[src/rtl/regfile_sweep.sv]
// ---------------------------------------------------------------------------
// regfile_sweep
//
// Parametrised register file with two registered read ports, one write port
// and a hardware clear sequencer. After reset, or on a soft-clear request,
// the sequencer writes zero to one entry per cycle. The file reports busy
// until every entry has been cleared.
//
// Parameters
//   DATA_W      data width in bits (>= 1)
//   ADDR_W      address width; DEPTH = 2**ADDR_W entries (>= 1)
//
// Ports
//   clk         clock; all state updates happen on the rising edge
//   reset       asynchronous, active-high reset
//   clr         soft-clear request; ignored while busy
//   rd_en_a     read request, port A
//   rd_addr_a   read address, port A
//   rd_en_b     read request, port B
//   rd_addr_b   read address, port B
//   we          write request
//   wr_addr     write address
//   wr_data     write data
//   rd_data_a   registered read data, port A (holds its value when not read)
//   rd_valid_a  one-cycle pulse marking rd_data_a as valid
//   rd_data_b   registered read data, port B (holds its value when not read)
//   rd_valid_b  one-cycle pulse marking rd_data_b as valid
//   busy        a clear sweep is in progress; writes are not accepted
//   wr_drop     one-cycle pulse; the write requested last cycle was discarded
//
// Build option
//   REGFILE_ZERO_REG_EN  when defined, entry 0 is hardwired to zero. Reads of
//                        address 0 return 0. Writes to address 0 are ignored
//                        without forwarding and without a wr_drop pulse.
// ---------------------------------------------------------------------------
module regfile_sweep #(
    parameter int DATA_W = 8,
    parameter int ADDR_W = 2
) (
    input  logic              clk,
    input  logic              reset,
    input  logic              clr,
    input  logic              rd_en_a,
    input  logic [ADDR_W-1:0] rd_addr_a,
    input  logic              rd_en_b,
    input  logic [ADDR_W-1:0] rd_addr_b,
    input  logic              we,
    input  logic [ADDR_W-1:0] wr_addr,
    input  logic [DATA_W-1:0] wr_data,
    output logic [DATA_W-1:0] rd_data_a,
    output logic              rd_valid_a,
    output logic [DATA_W-1:0] rd_data_b,
    output logic              rd_valid_b,
    output logic              busy,
    output logic              wr_drop
);

    localparam int                DEPTH     = 2 ** ADDR_W;
    localparam logic [ADDR_W-1:0] LAST_ADDR = ADDR_W'(DEPTH - 1);

`ifdef REGFILE_ZERO_REG_EN
    localparam bit ZERO_REG = 1'b1;
`else
    localparam bit ZERO_REG = 1'b0;
`endif

    typedef enum logic {
        SWEEP = 1'b0,
        RUN   = 1'b1
    } state_t;

    state_t            state;
    state_t            next_state;
    logic [ADDR_W-1:0] ptr;
    logic [ADDR_W-1:0] next_ptr;

    logic [DATA_W-1:0] mem [DEPTH];

    // Single storage write port, shared by the sweep and by normal writes.
    logic              mem_we;
    logic [ADDR_W-1:0] mem_waddr;
    logic [DATA_W-1:0] mem_wdata;

    logic              wr_to_zero;   // write aimed at the hardwired zero entry
    logic              wr_accept;    // write lands this cycle (RUN, no clr)
    logic              drop_now;     // write requested but discarded this cycle

    logic [DATA_W-1:0] read_a;
    logic [DATA_W-1:0] read_b;

    assign wr_to_zero = ZERO_REG && (wr_addr == '0);

    // -----------------------------------------------------------------------
    // Sequencer next-state logic and storage write steering
    // -----------------------------------------------------------------------
    // NOTE: every signal assigned in this block gets a default first, so no
    // path through the case statement leaves a value unassigned and no latch
    // is inferred. Blocking '=' is correct here because this is combinational.
    always_comb begin
        next_state = state;
        next_ptr   = ptr;
        mem_we     = 1'b0;
        mem_waddr  = wr_addr;
        mem_wdata  = wr_data;
        wr_accept  = 1'b0;
        drop_now   = 1'b0;

        case (state)
            SWEEP: begin
                // One entry is cleared per edge. clr is ignored, so a sweep
                // in progress never restarts.
                mem_we    = 1'b1;
                mem_waddr = ptr;
                mem_wdata = '0;
                next_ptr  = ptr + 1'b1;
                if (ptr == LAST_ADDR) begin
                    next_state = RUN;
                    next_ptr   = '0;
                end
                drop_now = we && !wr_to_zero;
            end

            RUN: begin
                if (clr) begin
                    // A clear takes priority over a write in the same cycle.
                    next_state = SWEEP;
                    next_ptr   = '0;
                    drop_now   = we && !wr_to_zero;
                end else if (we && !wr_to_zero) begin
                    wr_accept = 1'b1;
                    mem_we    = 1'b1;
                end
            end

            default: begin
                next_state = SWEEP;
                next_ptr   = '0;
            end
        endcase
    end

    // -----------------------------------------------------------------------
    // Read data selection (one independent mux per port)
    // -----------------------------------------------------------------------
    // During a sweep every read returns zero, which matches the contents once
    // the sweep finishes. In RUN, a write accepted this cycle to the same
    // address is forwarded (write-first). wr_accept is already low when clr
    // is high, so a read that coincides with a clear returns pre-clear data.
    always_comb begin
        read_a = mem[rd_addr_a];
        if (state == SWEEP) begin
            read_a = '0;
        end else if (ZERO_REG && (rd_addr_a == '0)) begin
            read_a = '0;
        end else if (wr_accept && (wr_addr == rd_addr_a)) begin
            read_a = wr_data;
        end
    end

    always_comb begin
        read_b = mem[rd_addr_b];
        if (state == SWEEP) begin
            read_b = '0;
        end else if (ZERO_REG && (rd_addr_b == '0)) begin
            read_b = '0;
        end else if (wr_accept && (wr_addr == rd_addr_b)) begin
            read_b = wr_data;
        end
    end

    // -----------------------------------------------------------------------
    // Sequencer state register
    // -----------------------------------------------------------------------
    // NOTE: sequential state uses non-blocking '<=' so that every register
    // samples its inputs from before the edge, whatever the block order.
    always_ff @(posedge clk or posedge reset) begin
        if (reset) begin
            state <= SWEEP;
            ptr   <= '0;
        end else begin
            state <= next_state;
            ptr   <= next_ptr;
        end
    end

    // -----------------------------------------------------------------------
    // Storage array
    // -----------------------------------------------------------------------
    // NOTE: the array has no reset branch. Clearing happens through the sweep
    // one entry per cycle. This keeps the array mappable onto plain flops or
    // a RAM macro without a reset fan-out to every bit.
    always_ff @(posedge clk) begin
        if (mem_we) begin
            mem[mem_waddr] <= mem_wdata;
        end
    end

    // -----------------------------------------------------------------------
    // Registered read ports and write-drop flag
    // -----------------------------------------------------------------------
    always_ff @(posedge clk or posedge reset) begin
        if (reset) begin
            rd_data_a  <= '0;
            rd_valid_a <= 1'b0;
            rd_data_b  <= '0;
            rd_valid_b <= 1'b0;
            wr_drop    <= 1'b0;
        end else begin
            rd_valid_a <= rd_en_a;
            rd_valid_b <= rd_en_b;
            if (rd_en_a) begin
                rd_data_a <= read_a;
            end
            if (rd_en_b) begin
                rd_data_b <= read_b;
            end
            wr_drop <= drop_now;
        end
    end

    assign busy = (state == SWEEP);

endmodule

[config.mk]
export PLATFORM = sky130hd
export DESIGN_NAME = regfile_sweep
export DESIGN_NICKNAME = d
export VERILOG_FILES = /design/src/rtl/regfile_sweep.sv
export SDC_FILE = /design/constraint.sdc
export NUM_CORES = 1
export LEC_CHECK = 0
export BUFFER_PORTS_ARGS = -buffer_cell sky130_fd_sc_hd__buf_2
export CAP_MARGIN = 20
export CORE_MARGIN = 2
export CORE_UTILIZATION = 35
export CTS_BUF_LIST = sky130_fd_sc_hd__clkbuf_4
export CTS_CLUSTER_DIAMETER = 150
export CTS_CLUSTER_SIZE = 25
export DETAILED_ROUTE_END_ITERATION = 10
export PLACE_DENSITY = 0.55
export REMOVE_ABC_BUFFERS = 1
export SYNTH_ARGS = -nofsm -noshare
export SYNTH_HDL_FRONTEND = slang
export SYNTH_SLANG_ARGS = --single-unit
[constraint.sdc]
create_clock -name clk -period 2.1 [get_ports clk]
set_input_delay 0.42 -clock clk [delete_from_list [all_inputs] [get_ports clk]]
set_output_delay 0.42 -clock clk [all_outputs]
set_load 0.01 [all_outputs]
After elaboration in Yosys (flattened, before gate mapping)
Memory sizes are Yosys's and may differ from the RTL's. Index checks and enable logic that the tools add are counted.

Register bits after elaboration: 22. RAM bits: 32. Input bits: 20. Output and inout bits: 20. Memories: 1.

Memory list: mem (depth 4, bits a word 8, read ports 2, clocked after Yosys merged registers in 0, write ports 1, line 77) `logic [DATA_W-1:0] mem [DEPTH];`.

Add/subtract/negate cells: 1. Eq/ne operators: 4. Multiplexer cells: 20. Bitwise logic cells: 1. Reduce and logical (&&, ||, !) cells: 2.

Operators by type and width (number): $mux W8 (5); $mux W1 (8); $mux W2 (3); $pmux W1 S2 (3); $eq A2 B2 Y1 (2); $pmux W2 S2 (1); $add A2 B1 Y2 const B (1); $eq A2 B2 Y1 const B (1); $logic_and A1 B1 Y1 (2); $ne A2 B2 Y1 const B (1); $not A1 Y1 (1).

Longest topological paths before layout
Depth after elaboration: 6. Gate-level depth with buffers: 6.

Worst setup path before layout
Ideal clock, no wire load.

Path type: input to register. Start point: input port clr. End point: memory mem[0][0], enable pin. Library setup time: 0.370 ns. Data arrival time: 1.394 ns. Required time: 1.730 ns. Path slack: 0.336 ns. Cell stages on the path: 4. Path buffers: 1. Cells stage by stage: nand3b_2 > buf_2 > o22a_1 > nor2_1.

Word-level cells in the longest chain between the ends: 4.

Ends and longest elaborated chain: start, declared (line 42) `input logic clr,`; $mux W1 (line 124) `if (clr) begin`; $pmux W1 S2 (line 108) `case (state)`; $mux W1 (line 193) `if (mem_we) begin`; $mux W1 (not written as such) (line 194) `mem[mem_waddr] <= mem_wdata;`; end, declared (line 77).

Every way passes these cells.

Final worst setup path
Start point: register state. End point: register rd_data_a[0].

Word-level cells in the longest chain between the ends: 4.

Ends and longest elaborated chain: start, declared (line 72) `state_t state;`; start signal, assigned (line 181) `state <= next_state;`; $mux W1 (line 108); $logic_and A1 B1 Y1 (line 155) `end else if (wr_accept && (wr_addr == rd_addr_a)) begin`; $mux W8 (line 155); $mux W8 * (line 151) `if (state == SWEEP) begin`; end signal, assigned (line 212) `rd_data_a <= read_a;`; end, declared (line 50) `output logic [DATA_W-1:0] rd_data_a,`.

Every way passes the cells marked *; elsewhere a longest branch is shown, timed or not. A chain may end at the register's enable or synchronous reset.

==> out/qor.yml <==
grt_usage_pct: 14.3
fin_total_pwr_mw: 3.53
grt_max_degree: 20
syn_to_final_growth_pct: 14.9
crit_required_ns: 2.41
antenna_cells: 0
fin_nets: 249
vias: 1706
firstDrtPassIters: 4
chipHeight_um: 93.3
clockBufferDepth: 2
status: "completed"
fin_worst_skew_ns: 0.0123
drt_iter0_markers: 67
drive_gt1_share_pct: 38.4
grt_overflow: 0
ys.flop_type: "edfxtp_1"
gp_congestion: 0.736
core_um2: 7730
grt_pass1_vias: 1723
clock_latency_ns: 0.38
clk_pin_slew_worst_paths_ns: 0.14
wl_per_cell_um: 17.8
yosysMostFrequentCell: "edfxtp_1"
arrival_ns: 2.04
synth_xor_area_share_pct: 2.74
clock_sinks: 54
synth-compound-area-share_pct: 14.9
clock.fmax_ghz: 0.577
drtAntennaViolNets: 0
hp-class: "input port to flop"
antenna_found_initial: 0
root_buffer: "clkbuf_4"
setup_ws_ns: 0.366
startpoint_type: "flop"
synth_top_family_by_area: "compound AO/OA/AOI/OAI gates"
drc: 0
maxSlewHeadroom_pct: 54.5
synth_top_area_share_pct: 34.4
ys_ff_latch: 54
muxShareOfSynthArea_pct: 14.8
ctsHtreeMaxLevel: 2
synthTopCellsByArea: "edfxtp_1 34%, dfrtp_1 20%, o221ai_2 8.6%"
ios: 40
maxCapViolCount: 0
path_class: "flop to flop"
dp_cells: 322
synth_cells: 184
setup_tns_ns: 0
synth_area_um2: 2790
totalWireLength_um: 5880
cellPowerDensity_nw_per_um2: 1100
worst_setup_path_end_kind: "flop"
cts_tree: "built"
rsz0062_at_grt: "false"
layoutNonFillerInstCount: 331
synth_warnings: 0
via_per_inst: 5.15
avgSynthCellArea_um2: 15.2
synthAdderAreaFrac_pct: 0.448
dp_hpwl_um: 4510
ys_top_cells_by_count: "32 x edfxtp_1, 22 x dfrtp_1, 18 x inv_1"
yosysSeqAreaShare_pct: 54.2
grt_pass1_wl_um: 9420
fin_hold_ws_ns: 0.304
yosysTopAreaCell: "edfxtp_1"
die_area_um2: 8700
finalSetupViolations: 0
initial_core_util_pct: 36.1
io_buffer_count: 39
cts_made_buffers: 5
synth-edff-count: 32
fin_crit_sh_pct: 82.6
ir_drop_mv: 0.268
rows: 32
place_ws_ns: 0.236
die_w_um: 93.3
synth-simple-area-share_pct: 6.73
tightestPinTransition_ns: 0.683
drv_slew: 0
cp_max_fo: 17
leakagePower_nw: 1.23
hold_viol: 0
fin_crit_ns: 1.73
synthDistinctLibCells: 29
ys_async_sr_fraction_pct: 40.7
[routing by layer]
metal | global-route usage (%) | routed length, um | up-vias
li1 | - | - | 811
met1 | 19.8 | 2730 | 846
met2 | 22.9 | 2830 | 42
met3 | 3.30 | 260 | 7
met4 | 3.68 | 66 | 0
met5 | 0 | 0 | -
[critical path: stages, from the launching register on]
cell and delay (ns):
dfrtp_1 0.39, buf_4 0.23, and2_0 0.59, o311ai_0 0.32, o221ai_2 0.12
[cell families (layout without fill, tap and decap cells)]
logic type | count (synthesis) | after routing
DFF | 54 | 54
AOI/OAI and AO/OA | 37 | 37
and+or+nand+nor | 37 | 37
buffers and inverters | 33 | 78
muxes | 18 | 18
xor gates and xnor gates | 4 | 4
adders and majority gates | 1 | 1
[report_power, final]
group	total (mW)	leakage [nW]	switching, mW	internal, mW
Sequential	1.73	0.596	0.170	1.56
Clock	0.684	0.0528	0.317	0.367
Combinational	1.11	0.583	0.604	0.511
Total	3.53	1.23	1.09	2.44
[layout by cell type (no fill, tap or decap), drive strengths merged]
cell type,instances
o21ai,1
mux2,1
edfxtp,32
a22o,1
xor2,4
and4b,1
clkbuf,5
nor2,4
dlygate4sd3,1
mux2i,1
inv,18
or3,2
and2,10
o311ai,16
o221ai,16
ha,1
bufinv,2
mux4,16
a21oi,1
nand3b,1
nand2,17
buf,51
nor2b,2
o22a,1
dfrtp,22
a21o,1
clkinv,1
[cell type report]
cell class	count	area, um^2
flip-flops and latches	54	1510
fillers	739	4520
inverters	18	67.6
clock inverters	3	63.8
repair buffers	52	295
multi-input cells	97	1100
clock buffers	5	37.5
well taps	102	128
[final timing paths]
kind                       slack, ns  cells past startpoint                startpoint                  endpoint
min in group asynchronous       0.46                      3                     reset         wr_drop$_DFF_PP0_
setup / recovery                0.37                      4           state$_DFF_PP0_  rd_data_a[0]$_DFFE_PP0P_
setup reg to reg                0.37                      4           state$_DFF_PP0_  rd_data_a[0]$_DFFE_PP0P_
hold reg to reg                 0.57                      2  rd_data_b[1]$_DFFE_PP0P_  rd_data_b[1]$_DFFE_PP0P_
hold / removal                  0.30                      2                        we         wr_drop$_DFF_PP0_
max in group asynchronous       1.16                      4                     reset      rd_valid_b$_DFF_PP0_
[repair_timing]
action	4_1_cts	5_1_grt
hold buffers	1	0
endpoints found under the setup margin	0	0
endpoints found under the hold margin	4	0
gates resized for setup	0	0
buffers inserted	0	0
[registers in the layout, summed over array words and instances (netlist names)]
| register | count |
|---|---|
| mem | 32 |
| ptr | 2 |
| rd_data_a | 8 |
| rd_data_b | 8 |
| rd_valid_a | 1 |
| rd_valid_b | 1 |
| state | 1 |
| wr_drop | 1 |
[per-stage QoR]
| stage | area [um^2] | utilization (%) |
|---|---|---|
| floorplan | 2680 | - |
| global placement | 3100 | 40.1 |
| detailed placement | 3100 | 40.1 |
| CTS | 3210 | 41.5 |
| global route | 3210 | 41.5 |
| finish | 3210 | 41.5 |
No activity file was read; power rests on OpenSTA's default activity.
